**src/rtl/cgra_pkg.sv**
```systemverilog
// -----------------------------------------------------------------------------
// cgra_pkg
// Shared definitions for the single-PE CGRA:
//   WIDTH              datapath width (also the track count per side)
//   CFG_OPA..CFG_OUT   configuration register addresses
//   sel_e              operand select encoding (3 bits)
//   op_e               ALU operation encoding (4 bits)
// -----------------------------------------------------------------------------
package cgra_pkg;

    localparam int WIDTH = 16;

    localparam logic [31:0] CFG_OPA   = 32'h0000_0001;
    localparam logic [31:0] CFG_OPB   = 32'h0000_0002;
    localparam logic [31:0] CFG_CONST = 32'h0000_0003;
    localparam logic [31:0] CFG_OP    = 32'h0000_0004;
    localparam logic [31:0] CFG_OUT   = 32'h0000_0005;

    // Codes 6 and 7 both select a zero operand.
    typedef enum logic [2:0] {
        SEL_IN0   = 3'd0,
        SEL_IN1   = 3'd1,
        SEL_IN2   = 3'd2,
        SEL_IN3   = 3'd3,
        SEL_CONST = 3'd4,
        SEL_RES   = 3'd5,
        SEL_ZERO6 = 3'd6,
        SEL_ZERO7 = 3'd7
    } sel_e;

    // Codes 9..15 are not listed here; the ALU yields zero for them.
    typedef enum logic [3:0] {
        OP_PASSA = 4'd0,
        OP_ADD   = 4'd1,
        OP_SUB   = 4'd2,
        OP_MUL   = 4'd3,
        OP_SHL   = 4'd4,
        OP_LSHR  = 4'd5,
        OP_AND   = 4'd6,
        OP_OR    = 4'd7,
        OP_XOR   = 4'd8
    } op_e;

endpackage

```
**src/rtl/cgra_if.sv**
```systemverilog
// -----------------------------------------------------------------------------
// cgra_if
// Bundle between the CGRA top (pad packing + config registers) and the PE.
//   in_bus     four WIDTH-bit input buses, one per side
//   opa_sel    operand A select
//   opb_sel    operand B select
//   const_val  constant operand
//   op         ALU operation
//   out_cfg    bit0 output enable, bit1 registered(1)/combinational(0)
//   out_bus    PE result towards the side-0 output pads
// master: drives configuration and inputs, receives out_bus (top side)
// slave : consumes configuration and inputs, drives out_bus (PE side)
// -----------------------------------------------------------------------------
interface cgra_if;
    import cgra_pkg::*;

    logic [3:0][WIDTH-1:0] in_bus;
    sel_e                  opa_sel;
    sel_e                  opb_sel;
    logic [WIDTH-1:0]      const_val;
    op_e                   op;
    logic [1:0]            out_cfg;
    logic [WIDTH-1:0]      out_bus;

    modport master (
        output in_bus,
        output opa_sel,
        output opb_sel,
        output const_val,
        output op,
        output out_cfg,
        input  out_bus
    );

    modport slave (
        input  in_bus,
        input  opa_sel,
        input  opb_sel,
        input  const_val,
        input  op,
        input  out_cfg,
        output out_bus
    );

endinterface

```
**src/rtl/cgra_pe.sv**
```systemverilog
// -----------------------------------------------------------------------------
// cgra_pe
// Single processing element: two operand muxes, a 16-bit unsigned ALU,
// the res_q result register and the output mux.
// Ports:
//   clk    rising-edge clock
//   rst_n  asynchronous active-low reset (clears res_q)
//   bus    cgra_if slave: inputs/configuration in, out_bus out
// -----------------------------------------------------------------------------
module cgra_pe
    import cgra_pkg::*;
(
    input  logic clk,
    input  logic rst_n,
    cgra_if.slave bus
);

    logic [WIDTH-1:0] opa;
    logic [WIDTH-1:0] opb;
    logic [WIDTH-1:0] alu_result;
    logic [WIDTH-1:0] res_q;

    function automatic logic [WIDTH-1:0] pick_operand(
        input sel_e                  sel,
        input logic [3:0][WIDTH-1:0] in_bus,
        input logic [WIDTH-1:0]      const_val,
        input logic [WIDTH-1:0]      res_val
    );
        logic [WIDTH-1:0] val;
        case (sel)
            SEL_IN0:   val = in_bus[0];
            SEL_IN1:   val = in_bus[1];
            SEL_IN2:   val = in_bus[2];
            SEL_IN3:   val = in_bus[3];
            SEL_CONST: val = const_val;
            SEL_RES:   val = res_val;
            default:   val = '0;
        endcase
        return val;
    endfunction

    // Feedback uses res_q (a register), so selecting it never closes a
    // combinational loop even in combinational output mode.
    always_comb begin
        opa = pick_operand(bus.opa_sel, bus.in_bus, bus.const_val, res_q);
        opb = pick_operand(bus.opb_sel, bus.in_bus, bus.const_val, res_q);
    end

    // All arithmetic is modulo 2^WIDTH; the multiply keeps the low half.
    always_comb begin
        alu_result = '0;
        case (bus.op)
            OP_PASSA: alu_result = opa;
            OP_ADD:   alu_result = opa + opb;
            OP_SUB:   alu_result = opa - opb;
            OP_MUL:   alu_result = opa * opb;
            OP_SHL:   alu_result = opa << opb[3:0];
            OP_LSHR:  alu_result = opa >> opb[3:0];
            OP_AND:   alu_result = opa & opb;
            OP_OR:    alu_result = opa | opb;
            OP_XOR:   alu_result = opa ^ opb;
            default:  alu_result = '0;
        endcase
    end

    always_ff @(posedge clk or negedge rst_n) begin
        if (!rst_n) begin
            res_q <= '0;
        end else begin
            res_q <= alu_result;
        end
    end

    assign bus.out_bus = bus.out_cfg[0] ? (bus.out_cfg[1] ? res_q : alu_result)
                                        : '0;

endmodule

```
**src/rtl/cgra_top.sv**
```systemverilog
// -----------------------------------------------------------------------------
// cgra_top
// Minimal single-PE CGRA configured through a flat address/data port.
// Ports:
//   clk_in                 sole clock, rising edge
//   reset_in               asynchronous active-low reset
//   config_addr_in         config register address (0 and unknown = no-op)
//   config_data_in         config write data
//   pad_S<s>_T<t>_in       64 input pads; side s forms in_bus[s], T0 = MSB
//   pad_S0_T<t>_out        16 output pads; T0 = out_bus MSB
//   tdi, tms, tck, trst_n  JTAG inputs, unused
//   tdo                    JTAG output, constant 0
// This level holds pad packing, config decode/registers, output unpacking
// and the tdo tie-off; the datapath lives in cgra_pe.
// -----------------------------------------------------------------------------
module cgra_top
    import cgra_pkg::*;
#(
    parameter int ADDR_W = 32,
    parameter int DATA_W = 32
) (
    input  logic              clk_in,
    input  logic              reset_in,
    input  logic [ADDR_W-1:0] config_addr_in,
    input  logic [DATA_W-1:0] config_data_in,
    input  logic pad_S0_T0_in,  input  logic pad_S0_T1_in,  input  logic pad_S0_T2_in,  input  logic pad_S0_T3_in,
    input  logic pad_S0_T4_in,  input  logic pad_S0_T5_in,  input  logic pad_S0_T6_in,  input  logic pad_S0_T7_in,
    input  logic pad_S0_T8_in,  input  logic pad_S0_T9_in,  input  logic pad_S0_T10_in, input  logic pad_S0_T11_in,
    input  logic pad_S0_T12_in, input  logic pad_S0_T13_in, input  logic pad_S0_T14_in, input  logic pad_S0_T15_in,
    input  logic pad_S1_T0_in,  input  logic pad_S1_T1_in,  input  logic pad_S1_T2_in,  input  logic pad_S1_T3_in,
    input  logic pad_S1_T4_in,  input  logic pad_S1_T5_in,  input  logic pad_S1_T6_in,  input  logic pad_S1_T7_in,
    input  logic pad_S1_T8_in,  input  logic pad_S1_T9_in,  input  logic pad_S1_T10_in, input  logic pad_S1_T11_in,
    input  logic pad_S1_T12_in, input  logic pad_S1_T13_in, input  logic pad_S1_T14_in, input  logic pad_S1_T15_in,
    input  logic pad_S2_T0_in,  input  logic pad_S2_T1_in,  input  logic pad_S2_T2_in,  input  logic pad_S2_T3_in,
    input  logic pad_S2_T4_in,  input  logic pad_S2_T5_in,  input  logic pad_S2_T6_in,  input  logic pad_S2_T7_in,
    input  logic pad_S2_T8_in,  input  logic pad_S2_T9_in,  input  logic pad_S2_T10_in, input  logic pad_S2_T11_in,
    input  logic pad_S2_T12_in, input  logic pad_S2_T13_in, input  logic pad_S2_T14_in, input  logic pad_S2_T15_in,
    input  logic pad_S3_T0_in,  input  logic pad_S3_T1_in,  input  logic pad_S3_T2_in,  input  logic pad_S3_T3_in,
    input  logic pad_S3_T4_in,  input  logic pad_S3_T5_in,  input  logic pad_S3_T6_in,  input  logic pad_S3_T7_in,
    input  logic pad_S3_T8_in,  input  logic pad_S3_T9_in,  input  logic pad_S3_T10_in, input  logic pad_S3_T11_in,
    input  logic pad_S3_T12_in, input  logic pad_S3_T13_in, input  logic pad_S3_T14_in, input  logic pad_S3_T15_in,
    output logic pad_S0_T0_out,  output logic pad_S0_T1_out,  output logic pad_S0_T2_out,  output logic pad_S0_T3_out,
    output logic pad_S0_T4_out,  output logic pad_S0_T5_out,  output logic pad_S0_T6_out,  output logic pad_S0_T7_out,
    output logic pad_S0_T8_out,  output logic pad_S0_T9_out,  output logic pad_S0_T10_out, output logic pad_S0_T11_out,
    output logic pad_S0_T12_out, output logic pad_S0_T13_out, output logic pad_S0_T14_out, output logic pad_S0_T15_out,
    input  logic tdi,
    input  logic tms,
    input  logic tck,
    input  logic trst_n,
    output logic tdo
);

    cgra_if pe_bus ();

    sel_e             opa_sel_reg;
    sel_e             opb_sel_reg;
    logic [WIDTH-1:0] const_reg;
    op_e              op_reg;
    logic [1:0]       out_cfg_reg;

    // Pad T0 is the MSB of each bus.
    assign pe_bus.in_bus[0] = {pad_S0_T0_in,  pad_S0_T1_in,  pad_S0_T2_in,  pad_S0_T3_in,
                               pad_S0_T4_in,  pad_S0_T5_in,  pad_S0_T6_in,  pad_S0_T7_in,
                               pad_S0_T8_in,  pad_S0_T9_in,  pad_S0_T10_in, pad_S0_T11_in,
                               pad_S0_T12_in, pad_S0_T13_in, pad_S0_T14_in, pad_S0_T15_in};
    assign pe_bus.in_bus[1] = {pad_S1_T0_in,  pad_S1_T1_in,  pad_S1_T2_in,  pad_S1_T3_in,
                               pad_S1_T4_in,  pad_S1_T5_in,  pad_S1_T6_in,  pad_S1_T7_in,
                               pad_S1_T8_in,  pad_S1_T9_in,  pad_S1_T10_in, pad_S1_T11_in,
                               pad_S1_T12_in, pad_S1_T13_in, pad_S1_T14_in, pad_S1_T15_in};
    assign pe_bus.in_bus[2] = {pad_S2_T0_in,  pad_S2_T1_in,  pad_S2_T2_in,  pad_S2_T3_in,
                               pad_S2_T4_in,  pad_S2_T5_in,  pad_S2_T6_in,  pad_S2_T7_in,
                               pad_S2_T8_in,  pad_S2_T9_in,  pad_S2_T10_in, pad_S2_T11_in,
                               pad_S2_T12_in, pad_S2_T13_in, pad_S2_T14_in, pad_S2_T15_in};
    assign pe_bus.in_bus[3] = {pad_S3_T0_in,  pad_S3_T1_in,  pad_S3_T2_in,  pad_S3_T3_in,
                               pad_S3_T4_in,  pad_S3_T5_in,  pad_S3_T6_in,  pad_S3_T7_in,
                               pad_S3_T8_in,  pad_S3_T9_in,  pad_S3_T10_in, pad_S3_T11_in,
                               pad_S3_T12_in, pad_S3_T13_in, pad_S3_T14_in, pad_S3_T15_in};

    // Config decode: any edge with a matching address loads the register;
    // all other addresses, including 0, leave the configuration untouched.
    always_ff @(posedge clk_in or negedge reset_in) begin
        if (!reset_in) begin
            opa_sel_reg <= SEL_IN0;
            opb_sel_reg <= SEL_IN0;
            const_reg   <= '0;
            op_reg      <= OP_PASSA;
            out_cfg_reg <= 2'b00;
        end else begin
            case (config_addr_in)
                CFG_OPA:   opa_sel_reg <= sel_e'(config_data_in[2:0]);
                CFG_OPB:   opb_sel_reg <= sel_e'(config_data_in[2:0]);
                CFG_CONST: const_reg   <= config_data_in[WIDTH-1:0];
                CFG_OP:    op_reg      <= op_e'(config_data_in[3:0]);
                CFG_OUT:   out_cfg_reg <= config_data_in[1:0];
                default:   ;
            endcase
        end
    end

    assign pe_bus.opa_sel   = opa_sel_reg;
    assign pe_bus.opb_sel   = opb_sel_reg;
    assign pe_bus.const_val = const_reg;
    assign pe_bus.op        = op_reg;
    assign pe_bus.out_cfg   = out_cfg_reg;

    cgra_pe u_pe (
        .clk   (clk_in),
        .rst_n (reset_in),
        .bus   (pe_bus)
    );

    assign pad_S0_T0_out  = pe_bus.out_bus[15];
    assign pad_S0_T1_out  = pe_bus.out_bus[14];
    assign pad_S0_T2_out  = pe_bus.out_bus[13];
    assign pad_S0_T3_out  = pe_bus.out_bus[12];
    assign pad_S0_T4_out  = pe_bus.out_bus[11];
    assign pad_S0_T5_out  = pe_bus.out_bus[10];
    assign pad_S0_T6_out  = pe_bus.out_bus[9];
    assign pad_S0_T7_out  = pe_bus.out_bus[8];
    assign pad_S0_T8_out  = pe_bus.out_bus[7];
    assign pad_S0_T9_out  = pe_bus.out_bus[6];
    assign pad_S0_T10_out = pe_bus.out_bus[5];
    assign pad_S0_T11_out = pe_bus.out_bus[4];
    assign pad_S0_T12_out = pe_bus.out_bus[3];
    assign pad_S0_T13_out = pe_bus.out_bus[2];
    assign pad_S0_T14_out = pe_bus.out_bus[1];
    assign pad_S0_T15_out = pe_bus.out_bus[0];

    // JTAG is unused; its inputs and the upper config data bits are
    // intentionally ignored.
    assign tdo = 1'b0;

    logic unused_bits;
    assign unused_bits = ^{tdi, tms, tck, trst_n, config_data_in[DATA_W-1:WIDTH]};

endmodule

```
**config.mk**
```make
export PLATFORM = sky130hd
export DESIGN_NAME = cgra_top
export DESIGN_NICKNAME = d
export VERILOG_FILES = /design/src/rtl/cgra_pkg.sv /design/src/rtl/cgra_if.sv /design/src/rtl/cgra_pe.sv /design/src/rtl/cgra_top.sv
export SDC_FILE = /design/constraint.sdc
export NUM_CORES = 1
export LEC_CHECK = 0
export BUFFER_PORTS_ARGS = -buffer_cell sky130_fd_sc_hd__buf_2
export CAP_MARGIN = 30
export CORE_MARGIN = 8
export CORE_UTILIZATION = 53
export CTS_CLUSTER_DIAMETER = 80
export DETAILED_ROUTE_END_ITERATION = 7
export PLACE_DENSITY_LB_ADDON = 0.3
export SLEW_MARGIN = 20
export SYNTH_ARGS = -nofsm -noshare
export SYNTH_HDL_FRONTEND = slang
export SYNTH_SLANG_ARGS = --single-unit
```
**constraint.sdc**
```tcl
create_clock -name clk_in -period 22 [get_ports clk_in]
set_clock_uncertainty 0.15 [all_clocks]
set_input_delay 4.4 -clock clk_in [delete_from_list [all_inputs] [get_ports clk_in]]
set_output_delay 4.4 -clock clk_in [all_outputs]
set_load 0.02 [all_outputs]
```
==> metrics <==
initial DRC count 1061; fillers 1863; hold_buf cts 0; maximum VDD drop roughly 0.00003 V; total setup buffers inserted after CTS 0; hold path depth 1; vias in the first global route ~10k; Async SR Flop Fraction 1.00; Synth Area in Compound Gates 0.172; xor and xnor fraction of the mapped netlist area 0.0536; Seq cells post-synth between 40 and 50; Post-Synthesis Cells approximately 1.3k; Non-Filler Instances approximately 1.6k; maxcap violations 0; synth unique cells between 80 and 90; routed wire length 36.8 mm; area of the multi-input gates ~8600 um2; maximum clock rate approximately 63 MHz; most frequent cell after synthesis inv_1; Place WS slightly above 6 ns; Starting Density 0.534; most frequent cells after synthesis inv_1, nor2_1, nand2_1, ha_1, mux2i_1; CTS tree yes; Core Region between 15000 and 20000 um2; die area 24900 um2; worst hold start const_reg[6]$_DFFE_PN0N_; main combinational cell family by area after synthesis adder cells; largest net degree at the start of global routing 43; vias slightly above 10k; Seq/Total Area, Yosys 0.103; Final Max Tran Viols 0; period utilization 0.726; ant diodes 0; top cell type's share of synthesized area 0.152; layout cell share with drive strength beyond 1 0.180; Buffers & Inverters on Critical Path 7; family with the most delay on the worst path adder cells; simple-gate portion of the synthesized area 0.161; Endpoint, Worst Hold const_reg[6]$_DFFE_PN0N_; die width between 150 and 200 um; fin worst setup slack roughly 6.0 ns; Startpoint Class input port; boundary pin count between 150 and 200; top area cells in the synthesized netlist fa_1, ha_1, dfrtp_1, mux2i_1, inv_1; crit end category primary output; worst stage delay on the critical path 0.58 ns; initial antenna violation count 0; multiplexer share of the synthesized area 0.149; remaining global-route overflow 0; Leak 5.56 nW; Area growth, synth to finish 8.75%; Bufs on Longest Clock Path 2; Final ANT Viol Nets 0; # nets final 1687; placed instance area roughly 11000 um2; PwrDens approximately 21 nW/um2; placed cells around 1.6k; GP Congestion a little over 1; Slew headroom 0.385; Min Hold Slack between 0.3 and 0.4 ns; post-synthesis adder-cell area fraction 0.267; Top FF cell, synth dfrtp_1; syn nets between 1.5k and 2k; Hold WC Path Type reg -> reg; setup violators final 0; Inserted Clock Buffers 5; Yosys warnings 0; Crit Path Max Fanout 36; CTS sink cnt between 40 and 50; Sum Neg Setup Slack 0 ns; # rows 52; Slowest-stage cell, CP fa_1; largest area contributor in the synthesized netlist fa_1; WP data arrival between 10 and 15 ns; post-cts gate resize count 0; FF-to-FF End u_pe.res_q[15]$_DFF_PN0_; RSZ-0062 raised after global routing false; Final Hold Viols 0; Mapped Area roughly 11000 um2; worst skew pair latency roughly 0.29 ns; worst r2r path cells 23; first-pass GRT wire length 58.1 mm; cell mode on critical path fa_1; Reg area ~1100 um2; # DRC 0; total power 0.240 mW; worst path required time ~17 ns; Wirelength per Cell 22.4 um; crit path time final between 15 and 20 ns; H-tree depth 2; clk root buf clkbuf_16; R2R Setup Slk ~14 ns; vias per inst about 6.2; GRT Resource Usage Total 0.302; Post-DP HPWL roughly 29 mm; First-pass DRT Iterations 5; Worst R2R Start opb_sel_reg[0]$_DFFE_PN0N_; utilization after layout 0.581; number of flops mapped to enable cells by yosys 0; synthesized area per cell about 8.3 um2; Die Ht ~160 um; post-route cell area 11600 um2; status completed; worst-margin pin slew between 0.9 and 1 ns; clock slew at reported path FFs around 0.070 ns; Crit Path Category in -> out; # port buffers approximately 130
[final cells by class]
cell class                 instances  share of cell area
multi-input combinational       1012               0.739
sequential                        44              0.0951
timing repair buffer             149              0.0696
inverter                         162              0.0524
tap                              270              0.0291
clock buffer                       5              0.0108
clock inverter                     3             0.00399
[placed cells by master, fill, tap and decap left out, drive strengths merged, types with 25 or more instances in the layout]
master	instances
nor2	149
mux2i	85
buf	149
mux2	50
fa	81
o21ai	49
nor3	25
a21oi	46
ha	98
nand2	111
xnor2	43
inv	159
dfrtp	44
[report_power, final]
part	switching [mW]	total (mW)	internal, mW
clock network	0.0345	0.0886	0.0540
logic	0.0405	0.0673	0.0267
registers	0.00137	0.0837	0.0824
total	0.0764	0.240	0.163
[worst reg2reg max path, cell delays in order, from the launching register on]
cell and delay [ns]:
dfrtp_2 0.35, buf_4 0.50, mux2_2 0.43, a21oi_1 0.14
o21a_1 0.14, buf_4 0.37, inv_2 0.39, nand2_1 0.29
fa_1 0.44, fa_1 0.58, inv_1 0.07, fa_1 0.48
fa_1 0.55, inv_1 0.05, fa_1 0.46, fa_1 0.42
xor2_1 0.18, xnor2_1 0.19, xnor2_1 0.15, xnor2_1 0.16
xnor3_1 0.46, xnor3_1 0.36, xor2_1 0.23, o211ai_2 0.14
[worst max path at each step]
stage | to | cells after the start | slack (ns) | start
2_1_floorplan | pad_S0_T0_out | 23 | 6.75 | pad_S3_T13_in
3_3_place_gp | pad_S0_T0_out | 25 | 6.11 | pad_S3_T13_in
3_5_place_dp | pad_S0_T0_out | 25 | 6.13 | pad_S1_T14_in
4_1_cts | pad_S0_T0_out | 25 | 6.06 | pad_S3_T13_in
5_1_grt | pad_S0_T0_out | 25 | 5.78 | pad_S1_T14_in
6_report | pad_S0_T0_out | 25 | 6.03 | pad_S3_T13_in
[per-layer routing]
| layer | track usage | wire length, um | up-vias |
|---|---|---|---|
| met3 | 0.0581 | 3180 | 94 |
| li1 | - | - | 4633 |
| met5 | 0 | 0 | - |
| met2 | 0.476 | 16700 | 478 |
| met1 | 0.399 | 15400 | 4948 |
| met4 | 0.124 | 1520 | 0 |
[cells by family (layout without fill, tap and decap cells)]
family / Yosys count / count (layout)
simple gates: 378 / 378
mux: 143 / 143
fa+ha+maj: 179 / 179
flops: 44 / 44
other cells: 1 / 1
xor+xnor: 59 / 59
buf+inv: 236 / 319
compound gates: 252 / 252
No activity file was read; power rests on OpenSTA's default activity.
